**src/rtl/cpu_run_pkg.sv**
```systemverilog
// Shared state encodings and constants for the CPU run controller.
package cpu_run_pkg;

  typedef enum logic [1:0] {
    ST_RST  = 2'd0,
    ST_RUN  = 2'd1,
    ST_HALT = 2'd2,
    ST_TMO  = 2'd3
  } run_state_e;

  localparam logic [31:0] INSTR_SYSCALL = 32'h0000_000C;

  // Bits needed to hold values 0..max_val, never less than one.
  function automatic int cnt_width(input int max_val);
    int w;
    w = $clog2(max_val + 1);
    return (w < 1) ? 1 : w;
  endfunction

endpackage

```
**src/rtl/cpu_run_ctrl_sat_counter.sv**
```systemverilog
// Saturating up-counter with synchronous clear; clear has priority over increment.
module sat_counter
  import cpu_run_pkg::*;
#(
  parameter int W = 8
) (
  input  logic         clk,
  input  logic         clr,
  input  logic         inc,
  output logic [W-1:0] cnt
);

  logic [W-1:0] cnt_q;
  logic [W-1:0] cnt_d;

  always_comb begin
    cnt_d = cnt_q;
    if (clr) begin
      cnt_d = '0;
    end else if (inc && (cnt_q != {W{1'b1}})) begin
      cnt_d = cnt_q + W'(1);
    end else begin
      cnt_d = cnt_q;
    end
  end

  always_ff @(posedge clk) begin
    cnt_q <= cnt_d;
  end

  assign cnt = cnt_q;

endmodule

```
**src/rtl/cpu_run_ctrl.sv**
```systemverilog
// Run controller for the MIPS core: reset pulse, cycle count, halt/timeout detection.
// Optional syscall-halt detection is enabled by defining CPU_RUN_CTRL_SYSCALL_HALT_EN.
module cpu_run_ctrl
  import cpu_run_pkg::*;
#(
  parameter int PC_W         = 32,
  parameter int CNT_W        = 32,
  parameter int RESET_CYCLES = 10,
  parameter int MAX_CYCLES   = 10000,
  parameter int HALT_REPEAT  = 2
) (
  input  logic             clk,
  input  logic             reset,
  input  logic             restart,
  input  logic [PC_W-1:0]  pc,
  input  logic             pc_valid,
  input  logic [31:0]      instr,
  output logic             cpu_reset,
  output logic             running,
  output logic             done,
  output logic             timed_out,
  output logic [CNT_W-1:0] cycle_cnt,
  output logic [PC_W-1:0]  halt_pc
);

  localparam int RST_W = cnt_width(RESET_CYCLES);
  localparam int REP_W = cnt_width(HALT_REPEAT);
  localparam logic [RST_W-1:0] RST_LAST = RST_W'(RESET_CYCLES - 1);
  localparam logic [REP_W-1:0] REP_LAST = REP_W'(HALT_REPEAT - 1);
  localparam logic [CNT_W-1:0] TMO_LAST = CNT_W'((MAX_CYCLES > 0) ? (MAX_CYCLES - 1) : 0);
  localparam bit TMO_EN = (MAX_CYCLES != 0);

  run_state_e      state_q;
  logic            cpu_reset_q, running_q, done_q, timed_out_q;
  logic [PC_W-1:0] halt_pc_q, last_pc_q;
  logic            last_vld_q;

  logic [RST_W-1:0] rst_cnt_s;
  logic [REP_W-1:0] rep_cnt_s;
  logic [CNT_W-1:0] cycle_cnt_s;

  logic in_run_s, pc_match_s, loop_halt_s, sys_halt_s, halt_s, tmo_s, rst_done_s;

  assign in_run_s    = (state_q == ST_RUN);
  // last_vld_q keeps the first valid PC of a run from matching a stale last_pc_q.
  assign pc_match_s  = pc_valid && last_vld_q && (pc == last_pc_q);
  assign loop_halt_s = in_run_s && pc_match_s && (rep_cnt_s >= REP_LAST);
  assign tmo_s       = TMO_EN && in_run_s && (cycle_cnt_s == TMO_LAST);
  assign rst_done_s  = (state_q == ST_RST) && (rst_cnt_s == RST_LAST);
  assign halt_s      = loop_halt_s || sys_halt_s;

`ifdef CPU_RUN_CTRL_SYSCALL_HALT_EN
  assign sys_halt_s = in_run_s && pc_valid && (instr == INSTR_SYSCALL);
`else
  logic unused_instr_s;
  assign unused_instr_s = ^instr;
  assign sys_halt_s     = 1'b0;
`endif

  sat_counter #(.W(RST_W)) u_rst_cnt (
    .clk (clk),
    .clr (reset || restart),
    .inc (state_q == ST_RST),
    .cnt (rst_cnt_s)
  );

  sat_counter #(.W(CNT_W)) u_cycle_cnt (
    .clk (clk),
    .clr (reset || restart),
    .inc (in_run_s),
    .cnt (cycle_cnt_s)
  );

  sat_counter #(.W(REP_W)) u_rep_cnt (
    .clk (clk),
    .clr (reset || restart || (in_run_s && pc_valid && !pc_match_s)),
    .inc (in_run_s && pc_match_s),
    .cnt (rep_cnt_s)
  );

  always_ff @(posedge clk) begin
    if (reset) begin
      state_q     <= ST_RST;
      cpu_reset_q <= 1'b1;
      running_q   <= 1'b0;
      done_q      <= 1'b0;
      timed_out_q <= 1'b0;
      halt_pc_q   <= '0;
      last_pc_q   <= '0;
      last_vld_q  <= 1'b0;
    end else if (restart) begin
      state_q     <= ST_RST;
      cpu_reset_q <= 1'b1;
      running_q   <= 1'b0;
      done_q      <= 1'b0;
      timed_out_q <= 1'b0;
      last_vld_q  <= 1'b0;
    end else begin
      case (state_q)
        ST_RST: begin
          if (rst_done_s) begin
            state_q     <= ST_RUN;
            cpu_reset_q <= 1'b0;
            running_q   <= 1'b1;
          end else begin
            state_q <= ST_RST;
          end
        end
        ST_RUN: begin
          if (pc_valid) begin
            last_pc_q  <= pc;
            last_vld_q <= 1'b1;
          end
          // Halt outranks timeout when both fire on the same cycle.
          if (halt_s) begin
            state_q   <= ST_HALT;
            done_q    <= 1'b1;
            halt_pc_q <= pc;
            running_q <= 1'b0;
          end else if (tmo_s) begin
            state_q     <= ST_TMO;
            timed_out_q <= 1'b1;
            running_q   <= 1'b0;
          end else begin
            state_q <= ST_RUN;
          end
        end
        ST_HALT, ST_TMO: begin
          state_q <= state_q;
        end
        default: begin
          state_q     <= ST_RST;
          cpu_reset_q <= 1'b1;
          running_q   <= 1'b0;
        end
      endcase
    end
  end

  assign cpu_reset = cpu_reset_q;
  assign running   = running_q;
  assign done      = done_q;
  assign timed_out = timed_out_q;
  assign cycle_cnt = cycle_cnt_s;
  assign halt_pc   = halt_pc_q;

endmodule

```
**config.mk**
```make
export PLATFORM = sky130hd
export DESIGN_NAME = cpu_run_ctrl
export DESIGN_NICKNAME = d
export VERILOG_FILES = /design/src/rtl/cpu_run_pkg.sv /design/src/rtl/cpu_run_ctrl_sat_counter.sv /design/src/rtl/cpu_run_ctrl.sv
export SDC_FILE = /design/constraint.sdc
export NUM_CORES = 1
export LEC_CHECK = 0
export ABC_AREA = 1
export ABC_CLOCK_PERIOD_IN_PS = 4250
export CAP_MARGIN = 10
export CORE_MARGIN = 1.5
export CORE_UTILIZATION = 55
export DETAILED_ROUTE_END_ITERATION = 12
export PLACE_DENSITY = 0.94
export SLEW_MARGIN = 20
export SYNTH_ARGS = -nofsm -noshare
export SYNTH_HDL_FRONTEND = slang
export SYNTH_SLANG_ARGS = --single-unit
export TNS_END_PERCENT = 20
```
**constraint.sdc**
```tcl
create_clock -name clk -period 4.25 [get_ports clk]
set_input_delay 0.85 -clock clk [delete_from_list [all_inputs] [get_ports clk]]
set_output_delay 0.85 -clock clk [all_outputs]
set_load 0.02 [all_outputs]
```
==> summary.log, run 1 <==
qor: clock_tree.insertion_delay_to_the_later_sink_of_the_worst_skew_pair 0.37 ns
qor: placed_design.post-place-cells 1148
qor: sta.holdWs 0.451 ns
qor: layout.fillerInstances 893
qor: floorplanning.chipHeight 106 um
qor: global_route.number_of_global_route_vias_before_repair 5160
qor: clock_tree.ctsResizeCount 0
qor: drt.routed_wirelength 14500 um
qor: sta.final.period_utilization 65.5%
qor: sta.finalSetupTns 0 ns
qor: layout.synthesis_to_layout_area_growth 22.1%
qor: synthesis.synthesis.area_per_instance 6.32 um^2
qor: clock_tree.clk_sinks 109
qor: clock_tree.hold_buffers 0
qor: drt.routed-via-count 5879
qor: synthesis.syn-num-nets 1003
qor: sta.worst_margin_pin_slew 1.09 ns
qor: clock_tree.cts_tree built
qor: global_route.grt_pass1_wl 23800 um
qor: pwr.p_leak 3.05 nW
qor: pwr.internal_power 1.35 mW
qor: critical_path.criticalPathCategory in2reg
qor: pwr.pwr_density_cell 248 nW/um^2
qor: floorplanning.io_count 136
qor: pwr.power.ir.vdd_worst 0.162 mV
qor: drt.drt_drc_violations_left 0
qor: layout.layout_common_cells nand2_1 (269), nor2_1 (140), inv_1 (130)
qor: pwr.report.power.total 1.78 mW
qor: critical_path.worst_ep_arrival_time 3.08 ns
qor: global_route.grt_met3_usage 4.17%
qor: placed_design.place_area 6970 um^2
qor: synthesis.synth.area.top_cells dfxtp_1 (37%), nand2_1 (17%), nor2_1 (8.9%)
qor: synthesis.yosys_warnings 0
qor: clock_tree.clock_buffers_created_by_tritoncts 9
qor: layout.fin_nets 1096
qor: global_route.global_route.overflow_total 0
qor: pwr.seq_power_share 57.6%
qor: synthesis.sequential_to_total_area_share_from_yosys_stat 37.1%
qor: critical_path.timing.critical_path.required 4.55 ns
qor: synthesis.yosys.area.top_type_share 37.1%
qor: sta.final_ws_setup 1.46 ns
qor: layout.antennaDiodeCount 0
qor: placed_design.worst_slack_at_placement 1.13 ns
qor: clock_tree.clk_path_buf_depth 2
qor: sta.maximum_clock_frequency 359 MHz
qor: drt.antenna_nets_post_route 0
qor: pwr.power.net_switching 428 uW
qor: synthesis.post-synth-top-area-cell dfxtp_1
qor: min_path.holdCritPathClass reg2reg
qor: placed_design.gp_routability_congestion 0.957
qor: status.status complete, no violations
qor: global_route.met2_usage 41.1%
qor: critical_path.critical_path_peak_fanout 23
qor: layout.postLayoutCoreUtil 69.5%
qor: global_route.antenna_found_initial 0
qor: synthesis.synthCells 930
qor: sta.timing.final.max_slew_violations 0
qor: global_route.grt_start_max_net_pins 55
qor: critical_path.end_kind flip-flop
qor: sta.clock-skew-final 0.0178 ns
qor: pwr.power.clock.fraction 36.1%
qor: drt.drt_iter0_drc 430
qor: floorplanning.num_rows 37
qor: synthesis.synth.ff_latch_count 109
qor: job.drv_cap 0
qor: pwr.netSwitchingFraction 24.1%
qor: clock_tree.cts_setup_buffers 0
qor: sta.min_period 2.79 ns
qor: sta.remaining_max_slew_budget_at_the_tightest_pin 27.4%
qor: global_route.gr_busiest_metal met2
qor: critical_path.worstSetupStartpointType primary input
qor: sta.finalSetupViolations 0
qor: drt.drt-wirelength-per-cell 12.5 um
qor: layout.final_design_area_no_fill 7170 um^2
qor: drt.drtPass1Iterations 7
qor: synthesis.syn_area 5870 um^2
qor: global_route.grtUsageMet1 36.3%
qor: placed_design.placement.io_buffers 103
qor: synthesis.netlist-cell-type-count 37
qor: placed_design.hpwl 10900 um
qor: clock_tree.clockRootBuffer clkbuf_8
qor: floorplanning.coreArea 10300 um^2
qor: sta.rsz_0062_raised_after_global_routing false
qor: drt.drt-vias-per-instance 5.05
qor: pwr.share_comb_of_total_power 6.3%
qor: floorplanning.initial_utilization 56.9%
qor: floorplanning.die_w 106 um
qor: layout.layoutNonFillerInstCount 1164
qor: clock_tree.cts-htree-levels 3
qor: sta.final_hold_vios 0
qor: layout.drive_above_1_share 5.64%
qor: clock_tree.cts.reportedPaths.clkPinSlew 0.09 ns
qor: layout.mostFrequentLayoutCell nand2_1
qor: global_route.gr-usage-all-layers 25.9%
qor: floorplanning.dieArea 11300 um^2
## critical path, stage by stage
cell,delay (ns)
clkdlybuf4s50_1,0.62
nand2_1,0.09
inv_1,0.06
nor2_1,0.05
nor2_1,0.10
nand2_1,0.05
nor2_1,0.11
nand3_1,0.13
nor2_4,0.18
nand4_4,0.29
buf_4,0.33
nand2_1,0.08
nand2_1,0.04
nor2_1,0.09
## flip-flops by register name (all words and copies together) (netlist names)
register / flops
u_rep_cnt.cnt: 2
u_rst_cnt.cnt: 4
running: 1
last_pc_q: 32
u_cycle_cnt.cnt: 32
halt_pc: 32
timed_out: 1
last_vld_q: 1
done: 1
cpu_reset: 1
state_q: 2
## worst paths after layout
path	start	to	slack, ns	depth (start not counted)
worst max-delay path	pc[20]	halt_pc[29]	1.46	14
worst min-delay path	done	done	0.45	2
worst max register to register	u_cycle_cnt.cnt[1]	u_cycle_cnt.cnt[7]	1.78	12
worst min register to register	done	done	0.45	2
## synthesized netlist by cell type
| master | n |
|---|---|
| a211oi_1 | 2 |
| a21oi_1 | 65 |
| a31oi_1 | 1 |
| and2_1 | 1 |
| buf_2 | 12 |
| buf_4 | 2 |
| buf_6 | 4 |
| clkbuf_1 | 10 |
| clkinv_1 | 1 |
| dfxtp_1 | 109 |
| ha_1 | 5 |
| inv_1 | 130 |
| inv_2 | 20 |
| nand2_1 | 269 |
| nand2_2 | 1 |
| nand2_4 | 1 |
| nand2b_1 | 1 |
| nand3_1 | 16 |
| nand3b_1 | 4 |
| nand4_1 | 22 |
| nand4_2 | 1 |
| nand4_4 | 1 |
| nor2_1 | 140 |
| nor2_2 | 3 |
| nor2_4 | 4 |
| nor3_1 | 23 |
| nor3_2 | 3 |
| nor3b_1 | 1 |
| nor3b_2 | 1 |
| nor4_1 | 6 |
| nor4b_1 | 1 |
| o21a_1 | 1 |
| o21ai_0 | 43 |
| o21ai_1 | 3 |
| or2_2 | 1 |
| xnor2_1 | 4 |
| xor2_1 | 18 |
## layer usage
layer | vias up | wire length (um)
met5 | - | 0
met4 | 0 | 158
met3 | 17 | 987
met2 | 195 | 6470
met1 | 2610 | 6880
li1 | 3057 | -
## cells by family (layout without fill, tap and decap cells)
kind of cell,Yosys count,in the layout,share of synthesized area (%)
and+or+nand+nor,500,500,36.2
DFF,109,109,37.1
AOI/OAI and AO/OA,115,115,9.95
buffers and inverters,179,277,12.3
adders and majority gates,5,5,1.06
xor gates and xnor gates,22,22,3.28
## power groups by stage
stage	sequential, mW	clock [mW]	combinational [mW]
after detailed placement	1.05	0	0.110
after floorplan	1.05	0	0.0518
final	1.02	0.641	0.112
after global routing	1.02	0.701	0.123
after global placement	1.05	0	0.108
after CTS	1.02	0.651	0.110
## cell type report
type	instances	area, um^2	share of cell area, %
multi-input combinational	642	2970	41.4
sequential	109	2180	30.4
timing repair buffer	110	1080	15.1
inverter	151	567	7.90
tap	136	170	2.37
clock buffer	10	128	1.78
clock inverter	6	72.6	1.01
Note: power is estimated with default switching activity, not from simulation.
==> run 2, diff against run 1 <==
- ABC_CLOCK_PERIOD_IN_PS: 4250 -> 2860
- CORE_UTILIZATION: 55 -> 51
- PLACE_DENSITY: 0.94 -> 0.88
- clock period: 4.25 -> 2.86 ns (I/O delays scaled with it)
==> run 2 against run 1 <==
  * Non-clock buffer count unchanged
  * Critical path depth fell by 1
  * Global-route usage fell by 0.21 points
  * Clock skew is 0.011 ns lower
  * Total power increased by 65%
  * Setup slack got worse by 0.90 ns
  * Sequential power rose by 49%
==> summary.log, run 2 (same netlist as run 1, synthesis figures left out) <==
qor: critical_path.end_kind flip-flop
qor: critical_path.critical-path-max-stage-delay 0.55 ns [-0.07 ns]
qor: global_route.grt_start_max_net_pins 65 [+18%]
qor: sta.worst_margin_pin_slew 0.985 ns [-0.102 ns]
qor: floorplanning.io_count 136 [unchanged]
qor: global_route.global_route.overflow_total 0 [unchanged]
qor: clock_tree.cts.reportedPaths.clkPinSlew 0.07 ns [-0.02 ns]
qor: placed_design.place_area 7020 um^2 [+0.66%]
qor: drt.drtPass1Iterations 5 [-2]
qor: layout.final_design_area_no_fill 7300 um^2 [+1.9%]
qor: min_path.hold_depth 2 [unchanged]
qor: global_route.number_of_global_route_vias_before_repair 5241 [+1.6%]
qor: critical_path.r2r_setup_slack 0.69 ns [-1.09 ns]
qor: floorplanning.chipHeight 110 um [+3.7%]
qor: drt.routed-via-count 5906 [+0.46%]
qor: drt.topRoutingLayerUsed met4
qor: placed_design.placement.io_buffers 103 [unchanged]
qor: floorplanning.die_w 110 um [+3.7%]
qor: placed_design.hpwl 11000 um [+0.89%]
qor: status.status complete, no violations
qor: clock_tree.cts-htree-levels 3 [unchanged]
qor: drt.met3_length 950 um [-3.7%]
qor: sta.finalSetupTns 0 ns [unchanged]
qor: layout.layout_common_cells nand2_1 (269), nor2_1 (140), inv_1 (129)
qor: drt.drt-wirelength-per-cell 12.8 um [+2.7%]
qor: job.drv_cap 0 [unchanged]
qor: drt.drt_iter0_drc 500 [+16%]
qor: placed_design.gp_routability_congestion 0.908 [-5.0%]
qor: min_path.hold_path.startpoint done
qor: sta.holdWs 0.463 ns [+0.0126 ns]
qor: layout.antennaDiodeCount 0 [unchanged]
qor: clock_tree.clock_buffers_created_by_tritoncts 9 [unchanged]
qor: drt.routed_wirelength 15000 um [+3.4%]
qor: critical_path.timing.critical_path.required 3.15 ns [-1.40 ns]
qor: layout.synthesis_to_layout_area_growth 24.3%
qor: layout.mostFrequentLayoutCell nand2_1
qor: layout.fin_nets 1096 [unchanged]
qor: pwr.power.ir.vdd_worst 0.244 mV [+51%]
qor: floorplanning.initial_utilization 51.9% [-5.0 points]
qor: sta.timing.final.max_slew_violations 0 [unchanged]
qor: global_route.gr-usage-all-layers 25.7% [-0.21 points]
qor: critical_path.critical_path.slowest_cell clkdlybuf4s50_1
qor: critical_path.reg2reg_from u_cycle_cnt.cnt[0]
qor: critical_path.worst_ep_arrival_time 2.59 ns [-0.49 ns]
qor: critical_path.r2r_cells 13 [+1]
qor: critical_path.worstSetupStartpointType primary input
qor: layout.fillerInstances 976 [+9.3%]
qor: floorplanning.num_rows 39 [+5.4%]
qor: pwr.pwr_density_cell 401 nW/um^2 [+62%]
qor: clock_tree.cts_setup_buffers 0 [unchanged]
qor: clock_tree.clockRootBuffer clkbuf_16
qor: drt.met2WireLength 6430 um [-0.68%]
qor: clock_tree.clk_sinks 109 [unchanged]
qor: sta.clock-skew-final 0.00728 ns [-0.0105 ns]
qor: layout.drive_above_1_share 5.54% [-0.097 points]
qor: drt.drt_drc_violations_left 0 [unchanged]
qor: floorplanning.coreArea 11300 um^2 [+9.7%]
qor: critical_path.worstPathCellList clkdlybuf4s50_1, nor2_1, nor2_1, nor2_1, nand2_1, nor2_1, nand3_1, nor2_4, nand4_4, buf_12, nand2_1, nand2_1, nor2_1
qor: critical_path.timing.rr.end u_cycle_cnt.cnt[24]
qor: sta.min_period 2.30 ns
qor: global_route.antenna_found_initial 0 [unchanged]
qor: placed_design.post-place-cells 1155 [+0.61%]
qor: clock_tree.clk_path_buf_depth 2 [unchanged]
qor: min_path.holdCritPathClass reg2reg
qor: clock_tree.hold_buffers 0 [unchanged]
qor: critical_path.critical_path_peak_fanout 64 [+180%]
qor: min_path.min_to done
qor: floorplanning.dieArea 12200 um^2 [+7.6%]
qor: sta.rsz_0062_raised_after_global_routing false
qor: critical_path.cp_common_cell nor2_1
qor: pwr.report.power.total 2.93 mW [+65%]
qor: clock_tree.insertion_delay_to_the_later_sink_of_the_worst_skew_pair 0.36 ns [about the same]
qor: clock_tree.ctsResizeCount 0 [unchanged]
qor: drt.antenna_nets_post_route 0 [unchanged]
qor: critical_path.criticalPathCategory in2reg
qor: sta.final_ws_setup 0.563 ns [-0.901 ns]
qor: pwr.p_leak 3.10 nW [+1.8%]
qor: drt.drt-vias-per-instance 5.04 [-0.14%]
qor: global_route.grt_pass1_wl 24400 um [+2.3%]
qor: clock_tree.cts_tree built
qor: sta.final_hold_vios 0 [unchanged]
qor: layout.layoutNonFillerInstCount 1171 [+0.60%]
qor: sta.remaining_max_slew_budget_at_the_tightest_pin 33.9% [+6.5 points]
qor: sta.final.period_utilization 80.3%
qor: sta.maximum_clock_frequency 435 MHz
qor: drt.m1WireLength 7330 um [+6.5%]
qor: layout.postLayoutCoreUtil 64.5% [-4.9 points]
qor: sta.finalSetupViolations 0 [unchanged]
qor: placed_design.worst_slack_at_placement 0.290 ns [-0.842 ns]
-- run 2: changes by cell type in the layout (fill, tap and decap cells not counted), sizes merged --
cell / change
bufinv: -1
clkbuf: +3
clkinv: -2
-- run 2: worst max-delay path by stage --
stage,slack (ns),end,cells after the start,startpoint
final,0.56,halt_pc[19],13,pc[20]
after global routing,0.42,halt_pc[12],14,pc[20]
after CTS,0.61,halt_pc[19],13,pc[20]
after detailed placement,0.29,halt_pc[12],14,pc[20]
after global placement,0.33,halt_pc[11],14,pc[20]
after floorplan,0.93,u_cycle_cnt.cnt[25],13,u_cycle_cnt.cnt[1]
-- run 2: final cells by class --
type / instances / area, um^2 / area share (%)
flip-flops and latches: 109 / 2180 / 29.9
inverters: 151 / 567 / 7.76
clock inverters: 3 / 27.5 / 0.377
repair buffers: 110 / 1120 / 15.3
well taps: 143 / 179 / 2.45
clock buffers: 13 / 260 / 3.56
multi-input cells: 642 / 2970 / 40.6
-- run 2: worst max-delay path, delay by kind of cell --
| family | cells | cell delay (ns) |
|---|---|---|
| and+or+nand+nor | 11 | 1.23 |
| buffers and inverters | 2 | 0.75 |
-- run 2: report_power, final --
group          total [mW]  switching, mW  internal (mW)
combinational       0.171         0.0977         0.0735
clock                1.24          0.587          0.650
sequential           1.52        0.00142           1.52
total                2.93          0.686           2.24
-- run 2: per-layer routing --
metal / up-vias / track usage (%)
li1: 3058 / -
met1: 2630 / 37.3
met2: 196 / 38.4
met3: 22 / 4.17
met4: 0 / 9.07
met5: - / 0
==> run 3, diff against run 2 <==
- ABC_CLOCK_PERIOD_IN_PS: 2860 -> 2100
- CORE_UTILIZATION: 51 -> 46
- PLACE_DENSITY: 0.88 -> 0.84
- clock period: 2.86 -> 2.1 ns (I/O delays scaled with it)
==> run 3 against run 2 <==
  * Register-to-register slack worse by 0.55 ns
  * Sequential share of layout area is 2.6 points lower
  * Hold slack worse by 0.11 ns
  * Clock skew is 0.0017 ns higher
  * Clock power is 55% higher
  * Largest power group unchanged
==> summary.log, run 3 (same netlist as run 1, synthesis figures left out) <==
qor: pwr.power.ir.vdd_worst 0.325 mV [+33%]
qor: sta.remaining_max_slew_budget_at_the_tightest_pin 71.6% [+38 points]
qor: floorplanning.initial_utilization 46.9% [-5.0 points]
qor: critical_path.criticalPathCategory in2reg
qor: critical_path.reg2reg_from last_pc_q[10]
qor: critical_path.worstSetupStartpointType primary input
qor: critical_path.timing_endpoint_of_the_critical_path halt_pc[1]
qor: pwr.share_comb_of_total_power 6.1% [+0.3 points]
qor: clock_tree.clock_buffers_created_by_tritoncts 9 [unchanged]
qor: drt.routed_wirelength 17100 um [+14%]
qor: layout.postLayoutCoreUtil 64.0% [-0.51 points]
qor: drt.drt-vias-per-instance 5.00 [-0.85%]
qor: drt.drtPass1Iterations 5 [unchanged]
qor: sta.min_period 2.03 ns
qor: clock_tree.clk_sinks 109 [unchanged]
qor: layout.layout_common_cells nand2_1 (266), nor2_1 (135), inv_1 (127)
qor: sta.timing.final.max_slew_violations 0 [unchanged]
qor: drt.antenna_nets_post_route 0 [unchanged]
qor: sta.finalSetupTns 0 ns [unchanged]
qor: layout.drive_above_1_share 11.4% [+5.9 points]
qor: layout.antennaDiodeCount 0 [unchanged]
qor: placed_design.hpwl 11600 um [+6.0%]
qor: floorplanning.chipHeight 116 um [+5.1%]
qor: pwr.pwr_density_cell 530 nW/um^2 [+32%]
qor: floorplanning.dieArea 13500 um^2 [+11%]
qor: critical_path.timing.rr.end halt_pc[1]
qor: clock_tree.insertion_delay_to_the_later_sink_of_the_worst_skew_pair 0.36 ns [about the same]
qor: global_route.grt_start_max_net_pins 65 [unchanged]
qor: drt.routed-via-count 6251 [+5.8%]
qor: pwr.power.clock.fraction 45.2% [+2.9 points]
qor: drt.drt_drc_violations_left 0 [unchanged]
qor: global_route.grt_pass1_wl 26200 um [+7.3%]
qor: critical_path.worst_ep_arrival_time 2.29 ns [-0.30 ns]
qor: placed_design.placement.io_buffers 103 [unchanged]
qor: floorplanning.coreArea 12500 um^2 [+11%]
qor: floorplanning.die_w 116 um [+5.1%]
qor: clock_tree.cts-htree-levels 3 [unchanged]
qor: global_route.gr-usage-all-layers 24.4% [-1.3 points]
qor: critical_path.critical_path.startpoint pc_valid
qor: critical_path.end_kind flip-flop
qor: pwr.p_leak 3.71 nW [+20%]
qor: pwr.netSwitchingFraction 21.9% [-1.6 points]
qor: clock_tree.clockRootBuffer clkbuf_16
qor: pwr.internal_power 3.32 mW [+48%]
qor: placed_design.gp_routability_congestion 0.930 [+2.4%]
qor: global_route.global_route.overflow_total 0 [unchanged]
qor: drt.drt_iter0_drc 579 [+16%]
qor: floorplanning.num_rows 41 [+5.1%]
qor: sta.final.period_utilization 96.7%
qor: global_route.antenna_found_initial 0 [unchanged]
qor: critical_path.r2r_cells 13 [unchanged]
qor: sta.final_hold_vios 0 [unchanged]
qor: sta.finalSetupViolations 0 [unchanged]
qor: sta.rsz_0062_raised_after_global_routing false
qor: critical_path.timing.critical_path.required 2.36 ns [-0.79 ns]
qor: min_path.holdCritPathClass in2reg
qor: layout.synthesis_to_layout_area_growth 36.4%
qor: clock_tree.clk_path_buf_depth 2 [unchanged]
qor: critical_path.critical_path_peak_fanout 10 [-84%]
qor: global_route.number_of_global_route_vias_before_repair 5496 [+4.9%]
qor: clock_tree.cts_tree built
qor: drt.drt-wirelength-per-cell 13.7 um [+6.9%]
qor: layout.fin_nets 1147 [+4.7%]
qor: status.status complete, no violations
qor: sta.clock-skew-final 0.00897 ns [+0.00170 ns]
qor: sta.worst_margin_pin_slew 0.425 ns [-0.560 ns]
qor: pwr.power.net_switching 929 uW [+35%]
qor: pwr.seq_power_share 48.7% [-3.2 points]
qor: layout.mostFrequentLayoutCell nand2_1
qor: critical_path.r2r_setup_slack 0.14 ns [-0.55 ns]
qor: clock_tree.cts.reportedPaths.clkPinSlew 0.08 ns [about the same]
qor: job.drv_cap 0 [unchanged]
qor: sta.maximum_clock_frequency 492 MHz
qor: floorplanning.io_count 136 [unchanged]
[run 3: worst max-delay path, cell delays in order]
cell and delay (ns):
clkdlybuf4s50_1 0.52, nand2_1 0.08, nor2_1 0.10, nand3_1 0.08
nor2_1 0.12, nand3_1 0.14, nor2_4 0.16, nand4_4 0.13
buf_12 0.19, clkbuf_16 0.17, nor2_1 0.11, nor2_1 0.06
[run 3: layout make-up]
cell class | count | area [um^2]
timing repair buffer | 161 | 1700
tap | 172 | 215
inverter | 151 | 567
sequential | 109 | 2180
clock buffer | 12 | 267
fill | 1110 | 4500
clock inverter | 3 | 67.6
multi-input combinational | 642 | 3010
[run 3: how the worst min path moves through the flow]
stage,cells after the start,endpoint,from,slack (ns)
global route,3,last_pc_q[15],pc[15],0.37
global placement,2,cpu_reset,cpu_reset,0.44
floorplan,2,u_rep_cnt.cnt[1],u_rep_cnt.cnt[1],0.46
detailed placement,2,cpu_reset,cpu_reset,0.45
finish,3,halt_pc[21],pc[21],0.35
CTS,2,cpu_reset,cpu_reset,0.46
[run 3: through the flow]
step                      setup WS [ns]  hold WS [ns]  power [mW]  instance area (um^2)  cells
after detailed placement         -0.318         0.446        2.37                  7410   1226
after global routing            0.00478         0.369        4.38                  8010   1250
after global placement           -0.245         0.444        2.37                  7410   1226
after floorplan                   0.173         0.457        2.22                  5870    930
after CTS                        0.0496         0.465        4.26                  7740   1241
final                            0.0685         0.353        4.25                  8010   1250
[run 3: power by group through the flow]
| stage | clock network, mW | logic, mW | registers, mW |
|---|---|---|---|
| after floorplan | 0 | 0.105 | 2.12 |
| after global placement | 0 | 0.251 | 2.12 |
| after detailed placement | 0 | 0.253 | 2.12 |
| after CTS | 1.94 | 0.256 | 2.07 |
| after global routing | 2.03 | 0.283 | 2.07 |
| final | 1.92 | 0.259 | 2.07 |
[run 3: per-layer routing]
metal	track usage, %	vias to the layer above	part of all wire, %
met4	6.91	0	1.7
met3	4.45	36	6.4
met2	38.0	224	45
met1	34.5	2822	47
met5	0	-	0
li1	-	3169	-
[run 3: repair_timing]
item,4_1_cts,5_1_grt
endpoints found under the hold margin,0,0
hold buffers,0,0
endpoints found under the setup margin,0,37
resized for setup,0,43
setup buffers,0,3
